<file path="config.mk">
export PLATFORM = sky130hd
export DESIGN_NAME = fifo_rd_drain
export DESIGN_NICKNAME = d
export VERILOG_FILES = /design/src/rtl/fifo_rd_drain.sv
export SDC_FILE = /design/constraint.sdc
export NUM_CORES = 1
export LEC_CHECK = 0
export ABC_AREA = 1
export ABC_CLOCK_PERIOD_IN_PS = 2250
export CORE_MARGIN = 4
export CORE_UTILIZATION = 30
export CTS_CLUSTER_SIZE = 14
export DETAILED_ROUTE_END_ITERATION = 10
export MAX_ROUTING_LAYER = met4
export PLACE_DENSITY = 0.58
export SYNTH_ARGS = -nofsm -noshare
export SYNTH_HDL_FRONTEND = slang
export SYNTH_SLANG_ARGS = --single-unit
</file>
<file path="constraint.sdc">
create_clock -name rd_clk -period 2.25 [get_ports rd_clk]
set_input_delay 0.5625 -clock rd_clk [delete_from_list [all_inputs] [get_ports rd_clk]]
set_output_delay 0.5625 -clock rd_clk [all_outputs]
set_load 0.05 [all_outputs]
</file>
<file path="src/rtl/fifo_rd_drain.sv">
// fifo_rd_drain: FIFO read-side consumer that pops a word count and checks
// each word against an arithmetic pattern. `FIFO_RD_TIMEOUT_EN adds a stall watchdog.
module fifo_rd_drain #(
    parameter int WIDTH     = 8,
    parameter int CNT_W     = 16,
    parameter int STEP      = 2,
    parameter int TO_CYCLES = 64
) (
    input  logic             rd_clk,
    input  logic             rst,
    input  logic             start,
    input  logic [CNT_W-1:0] count,
    input  logic [WIDTH-1:0] exp_base,
    input  logic             empty,
    input  logic [WIDTH-1:0] rd_data,
    output logic             rd_en,
    output logic             busy,
    output logic             done,
    output logic [CNT_W-1:0] mismatch_cnt,
    output logic [CNT_W-1:0] first_bad_idx,
`ifdef FIFO_RD_TIMEOUT_EN
    output logic [WIDTH-1:0] first_bad_data,
    output logic             timeout
`else
    output logic [WIDTH-1:0] first_bad_data
`endif
);

    typedef enum logic [1:0] {
        IDLE,
        READ,
        DONE
    } state_t;

    localparam logic [WIDTH-1:0] STEP_W  = WIDTH'(STEP);
    localparam logic [CNT_W-1:0] CNT_MAX = '1;

    if (TO_CYCLES < 1) begin : g_to_check
        $error("TO_CYCLES must be at least 1");
    end

    state_t           state;
    state_t           state_nxt;
    logic [CNT_W-1:0] count_q;
    logic [CNT_W-1:0] issued;
    logic [CNT_W-1:0] rcvd;
    logic [CNT_W-1:0] rcvd_nxt;
    logic [WIDTH-1:0] exp_q;
    logic             v_q;
    logic             bad;
    logic             accept;

    assign accept   = (state == IDLE) && start;
    assign bad      = v_q && (rd_data != exp_q);
    assign rcvd_nxt = rcvd + {{(CNT_W-1){1'b0}}, v_q};

`ifdef FIFO_RD_TIMEOUT_EN
    logic [CNT_W-1:0] stall_cnt;
    logic             stall;
    logic             to_hit;

    assign stall  = (state == READ) && empty && !v_q;
    assign to_hit = stall && (stall_cnt == CNT_W'(TO_CYCLES - 1));
`endif

    // State register; reset aborts any run at once.
    always_ff @(posedge rd_clk or negedge rst) begin
        if (!rst) begin
            state <= IDLE;
        end else begin
            state <= state_nxt;
        end
    end

    // Next-state and handshake outputs; finish as soon as the last word lands.
    always_comb begin
        state_nxt = state;
        rd_en     = 1'b0;
        busy      = 1'b0;
        done      = 1'b0;
        unique case (state)
            IDLE: begin
                if (start) begin
                    state_nxt = (count == '0) ? DONE : READ;
                end
            end
            READ: begin
                busy  = 1'b1;
                rd_en = !empty && (issued != count_q);
                if (rcvd_nxt == count_q) begin
                    state_nxt = DONE;
                end
`ifdef FIFO_RD_TIMEOUT_EN
                else if (to_hit) begin
                    state_nxt = DONE;
                end
`endif
            end
            DONE: begin
                busy      = 1'b1;
                done      = 1'b1;
                state_nxt = IDLE;
            end
            default: state_nxt = IDLE;
        endcase
    end

    // Counters, expected-pattern tracker and mismatch bookkeeping.
    always_ff @(posedge rd_clk or negedge rst) begin
        if (!rst) begin
            count_q        <= '0;
            issued         <= '0;
            rcvd           <= '0;
            exp_q          <= '0;
            v_q            <= 1'b0;
            mismatch_cnt   <= '0;
            first_bad_idx  <= '0;
            first_bad_data <= '0;
        end else begin
            v_q <= rd_en;
            if (accept) begin
                count_q        <= count;
                exp_q          <= exp_base;
                issued         <= '0;
                rcvd           <= '0;
                mismatch_cnt   <= '0;
                first_bad_idx  <= '0;
                first_bad_data <= '0;
            end else begin
                if (rd_en) begin
                    issued <= issued + 1'b1;
                end
                if (v_q) begin
                    exp_q <= exp_q + STEP_W;
                    rcvd  <= rcvd_nxt;
                end
                if (bad) begin
                    if (mismatch_cnt == '0) begin
                        first_bad_idx  <= rcvd;
                        first_bad_data <= rd_data;
                    end
                    if (mismatch_cnt != CNT_MAX) begin
                        mismatch_cnt <= mismatch_cnt + 1'b1;
                    end
                end
            end
        end
    end

`ifdef FIFO_RD_TIMEOUT_EN
    // Empty-stall watchdog; timeout stays set until the next run starts.
    always_ff @(posedge rd_clk or negedge rst) begin
        if (!rst) begin
            stall_cnt <= '0;
            timeout   <= 1'b0;
        end else if (accept) begin
            stall_cnt <= '0;
            timeout   <= 1'b0;
        end else begin
            if (stall) begin
                stall_cnt <= stall_cnt + 1'b1;
            end else begin
                stall_cnt <= '0;
            end
            if (to_hit) begin
                timeout <= 1'b1;
            end
        end
    end
`endif

endmodule

</file>
After elaboration in Yosys (flattened, before gate mapping)
Index checks and enable logic that the tools add are counted.
{"block": "classes", "addsub": 4, "eq_ne": 8, "reduce_logical": 16, "n_mux": 22}
{"cell": "$mux 16", "n": 10}
{"cell": "$mux 8", "n": 5}
{"cell": "$add 16x1->16 const B", "n": 2}
{"cell": "$logic_not 16->1", "n": 2}
{"cell": "$add 16x1->16", "n": 1}
{"cell": "$eq 16x16->1", "n": 1}
{"cell": "$ne 16x16->1", "n": 1}
{"cell": "$ne 16x16->1 const B", "n": 1}
{"cell": "$reduce_bool 2->1", "n": 5}
{"cell": "$add 8x2->8 const B", "n": 1}
{"cell": "$ne 8x8->1", "n": 1}
{"cell": "$mux 2", "n": 3}
{"cell": "$reduce_and 2->1", "n": 3}
{"cell": "$ne 2x2->1 const B", "n": 2}
{"cell": "$pmux 2 s2", "n": 1}
{"cell": "$logic_and 1x1->1", "n": 3}
{"cell": "$mux 1", "n": 3}
{"cell": "$eq 2x1->1 const B", "n": 1}
{"cell": "$eq 2x2->1 const B", "n": 1}
{"cell": "$logic_not 2->1", "n": 1}
{"cell": "$reduce_or 2->1", "n": 1}
{"cell": "$logic_not 1->1", "n": 1}
{"block": "totals", "word_cells": 59, "ff_bits": 99, "input_bits": 36}

Longest topological paths before layout
{"block": "depth", "word_depth": 5, "depth_mapped": 17, "mapped_depth_nobuf": 17}

Worst setup path before layout
Ideal clock, no wire load.
{"block": "synth_path", "path_kind": "register to register", "startpoint": "register mismatch_cnt[2]", "endpoint": "register mismatch_cnt[15]", "setup_slack_ns": 0.336, "t_arrival_ns": 1.832, "setup_ns": 0.083, "path_buffers": 0, "synth_period_minus_slack_ns": 1.914, "t_required_ns": 2.167, "path_stages_with_launch": 8, "cell_sequence": "dfrtp_1 clkinv_1 nor3_2 nand2_1 nor4_1 xor2_1 nand3_1 o21ai_0"}
{"block": "synth_between", "elab_chain_len": 4, "word_cells_on_any_way": 7, "cone_classes": "1 x add/sub; 1 x eq/ne; 3 x mux; 2 x reduce/logical"}
{"item": "start: declaration", "line_no": "19", "rtl": "output logic [CNT_W-1:0] mismatch_cnt,"}
{"item": "start signal: assignment", "line_no": "143", "rtl": "mismatch_cnt <= mismatch_cnt + 1'b1;"}
{"item": "$add 16x1->16", "line_no": "143"}
{"item": "$mux 16", "line_no": "142", "rtl": "if (mismatch_cnt != CNT_MAX) begin"}
{"item": "$mux 16", "line_no": "137", "rtl": "if (bad) begin"}
{"item": "$mux 16", "line_no": "121", "rtl": "if (accept) begin"}
Parallel ways exist; a longest one is shown, timed or not. The select of a mux whose other input is x is not followed.
A chain may end at the register's enable or synchronous reset.

Worst setup path in the final report
{"block": "layout_path", "startpoint": "register count_q[15]", "endpoint": "output port rd_en"}
{"block": "layout_between", "elab_chain_len": 3}
{"item": "start: declaration", "line_no": "44", "rtl": "logic [CNT_W-1:0] count_q;"}
{"item": "start signal: assignment", "line_no": "122", "rtl": "count_q <= count;"}
{"item": "$ne 16x16->1", "line_no": "89", "rtl": "rd_en = !empty && (issued != count_q);"}
{"item": "$logic_and 1x1->1", "line_no": "89"}
{"item": "$mux 1", "line_no": "81", "rtl": "unique case (state)"}
{"item": "end: declaration", "line_no": "16", "rtl": "output logic rd_en,"}
No other way between the ends.

==> summary.txt <==
GRT
  • Global-route layer with the greatest usage: met2
  • Final global-route overflow total: 0
  • M1 GR Usage: 20.3%
  • First-pass GRT wire length: 24600 um
  • Routing usage on met3: ~2.6%
  • Maximum number of pins on one net before global-route repair: 66
  • Initial antenna violation count: 0
  • Number of global-route vias before repair: 4796
  • GR Util All Layers: 14.4%
  • Met2 demand-to-capacity share in global routing: about 21%

Power
  • Proportion of power drawn by combinational gates: 43.9%
  • Pwr/cell area: a little under 1000 nW/um2
  • Sequential power share: between 30% and 40%
  • Maximum vdd ir drop: 364 uV
  • Internal Dissipation: approximately 0.0042 W
  • Power dissipated by switching net loads: roughly 0.0031 W
  • Clk network pwr share: between 20% and 30%
  • Standby leakage power: 3.34 nW
  • Sw frac: 42.8%

STA
  • Peak clock frequency supported by timing: about 460 MHz
  • RSZ-0062 raised after global routing: yes
  • Least setup slack across all paths after layout: 0.0588 ns
  • Total Negative Setup Slacks: 0 ns
  • Final hold violation count: 0
  • Final critical path time including I/O delays and setup: approximately 2.2 ns
  • Fin Clk Skew: 0.00941 ns
  • Transition at the pin with the smallest max-transition slack: 0.511 ns
  • Slew headroom: about two thirds
  • Fin crit share: 97.4%
  • Final-report setup violation count: 0
  • Final-report max-slew violation count: 0

CTS
  • Longest Clk Path Bufs: 2
  • Clock-pin slew on the worst setup and hold paths: approximately 0.070 ns
  • Clock tree from TritonCTS: built
  • Clock latency reported for the late side of the worst-skew pair: 0.35 ns
  • Total clock buffers created by CTS: 9
  • Depth of the CTS H-tree: 3
  • Root Buffer Master: sky130_fd_sc_hd__clkbuf_16
  • Clk sink count: between 90 and 100

Logic synthesis
  • Post-synthesis register bit count: between 90 and 100
  • Cell count after synthesis: 760
  • Count of distinct cell types in the synthesized netlist: 34
  • Share of the synthesized area in the top cell type: 43.2%
  • Syn avg cell area: about 7.5 um2
  • Synthesized area: between 5000 and 6000 um2
  • Cell types with the highest counts after synthesis: sky130_fd_sc_hd__nand2_1 (217), sky130_fd_sc_hd__dfrtp_1 (99), sky130_fd_sc_hd__inv_1 (84)
  • Ys async rst share: 100%
  • Most numerous cell in the Yosys netlist: sky130_fd_sc_hd__nand2_1
  • Cell accounting for the most synthesized area: sky130_fd_sc_hd__dfrtp_1
  • Most used DFF post-synth: sky130_fd_sc_hd__dfrtp_1
  • Synthesized net count: roughly 810
  • Number of flops mapped to enable cells by yosys: 0
  • Sequential fraction of the synthesis area: around 43%
  • Count of synthesis-stage warnings from yosys: 0
  • Top post-synthesis cells by area: sky130_fd_sc_hd__dfrtp_1 (43%), sky130_fd_sc_hd__nand2_1 (14%), sky130_fd_sc_hd__inv_1 (5.5%)

Floorplanning
  • Full die area: around 21000 um2
  • Area inside the core boundary: about 19000 um2
  • Die height: around 150 um
  • Die boundary width: around 150 um
  • Top-level port count: 79
  • Initial core utilization: a little under a third
  • Row count: 50

Finish
  • Fill count: about 1900
  • Layout-stage area growth over the synthesis result: 28.1%
  • Fraction of layout instances using a drive strength above 1: about a tenth
  • Post-route core utilization: roughly two fifths
  • Fin nets: 905
  • Register area: between 2000 and 2500 um2
  • Final Cell Area: between 7000 and 8000 um2
  • Ant. Diodes: 0
  • Footprint of the multi-input gates: 2840 um2

Outcome
  • Result of the run: finished, final reports clean

Worst setup path
  • Largest delay contributor family on the critical path: simple AND/OR/NAND/NOR gates
  • Endpoint kind of the worst setup timing path: primary output
  • Cells along the critical path: xor2_1, nor2_1, nand2_1, nor2_1, nand2_1, nand2_2, inv_2, buf_12
  • Arrival time at the worst endpoint: roughly 1.6 ns
  • Startpoint type of the worst setup path: flop
  • Peak per-stage delay on the critical path: about 0.45 ns
  • CP Data Required Time: around 1.7 ns
  • Worst reg-to-reg setup slack: 0.24 ns
  • Number of buffers and inverters on the critical path: 2
  • Category of the critical setup timing path: flop to primary output
  • Max FO, Critical Path: 4
  • Library cell contributing the largest single delay on the critical path: sky130_fd_sc_hd__dfrtp_2

Routing
  • Number of DRC markers after the initial detailed-route iteration: between 400 and 500
  • Remaining design rule violation count: 0
  • Remaining number of nets flagged by the antenna check after routing: 0
  • Avg WL per Cell: roughly 14 um
  • Total iterations of the first detailed-routing run: 5
  • Routed via count divided by cell count: about 4.7
  • Total vias in the final route: between 5000 and 6000
  • Final Routed Wirelength: between 15000 and 20000 um

Min path
  • Type of the most critical hold path: flop to flop

Placed design
  • Final weighted congestion in routability-driven placement: 0.865
  • DP Wirelength: about 11000 um
  • Number of buffers inserted by port buffering: a little under 80
  • Pre-CTS setup slack: -0.0773 ns
  • Total cell area at the placement stage: between 6000 and 7000 um2

Flow run
  • Maximum Capacitance Violations: 0
-- state kept, by name (all words and copies together) (netlist names) --
signal          flops
rcvd               16
state               2
first_bad_data      8
count_q            16
issued             16
exp_q               8
v_q                 1
mismatch_cnt       16
first_bad_idx      16
-- kinds of logic after synthesis --
family / count (synthesis) / share of synthesized area [%]
xor gates and xnor gates: 41 / 6.27
buffers and inverters: 112 / 7.64
and+or+nand+nor: 398 / 30.3
DFF: 99 / 43.2
adders and majority gates: 9 / 1.97
AOI/OAI and AO/OA: 101 / 10.6
-- power groups by stage --
stage | sequential, W | clock (W) | combinational (W)
3_5_place_dp | 0.00267 | 0 | 0.00310
3_3_place_gp | 0.00266 | 0 | 0.00309
4_1_cts | 0.00261 | 0.00153 | 0.00320
2_1_floorplan | 0.00294 | 0 | 0.00171
6_report | 0.00261 | 0.00149 | 0.00320
5_1_grt | 0.00267 | 0.00160 | 0.00355
-- final cells by class --
type                       count  area share (%)
inverter                      88            4.50
clock buffer                  11            3.31
timing repair buffer         113            15.1
clock inverter                 5           0.511
multi-input combinational    549            38.7
tap                          234            3.99
sequential                    99            33.9
-- layout by cell type (no fill, tap or decap), types with 9 or more instances in the layout --
| cell | count |
|---|---|
| sky130_fd_sc_hd__nor2_1 | 53 |
| sky130_fd_sc_hd__o21ai_0 | 41 |
| sky130_fd_sc_hd__buf_4 | 33 |
| sky130_fd_sc_hd__o31ai_1 | 25 |
| sky130_fd_sc_hd__xor2_1 | 30 |
| sky130_fd_sc_hd__dfrtp_1 | 90 |
| sky130_fd_sc_hd__nand3_1 | 54 |
| sky130_fd_sc_hd__nor3_1 | 19 |
| sky130_fd_sc_hd__inv_1 | 83 |
| sky130_fd_sc_hd__clkbuf_16 | 9 |
| sky130_fd_sc_hd__nand4_1 | 22 |
| sky130_fd_sc_hd__clkdlybuf4s50_1 | 66 |
| sky130_fd_sc_hd__nand2_1 | 215 |
| sky130_fd_sc_hd__o22ai_1 | 15 |
| sky130_fd_sc_hd__xnor2_1 | 11 |
| sky130_fd_sc_hd__dfrtp_2 | 9 |
-- layer usage --
layer,part of all wire [%],vias to the layer above
li1,-,2705
met1,50,2357
met3,4.2,14
met2,44,111
met4,1.3,0
met5,0,-
-- worst min-delay path, delay by kind of cell, from the launching register on --
kind	cells	cell delay, ns
AOI/OAI and AO/OA	1	0.05
DFF	1	0.35
and+or+nand+nor	1	0.05
-- worst paths after layout --
check / from / to / cells past startpoint
setup reg to reg: v_q / state[1] / 14
hold reg to reg: first_bad_idx[7] / first_bad_idx[7] / 2
setup / recovery: count_q[15] / rd_en / 8
hold / removal: first_bad_idx[7] / first_bad_idx[7] / 2
min in group asynchronous: rst / first_bad_data[7] / 2
max in group asynchronous: rst / first_bad_idx[11] / 3
-- what timing repair did --
item,4_1_cts,5_1_grt
resized for setup,6,19
buffers inserted,4,4
hold buffers,1,0
hold endpoints to repair,1,0
setup endpoints to repair,3,9
pin swaps,0,3
-- per-stage QoR --
step	hold slack [ns]	instances	total power [W]
2_1_floorplan	0.267	760	0.00465
3_3_place_gp	0.363	1074	0.00575
3_5_place_dp	0.362	1074	0.00577
4_1_cts	0.488	1095	0.00734
5_1_grt	0.500	1099	0.00782
6_report	0.482	1099	0.00730
Note: power is estimated with default switching activity, not from simulation.
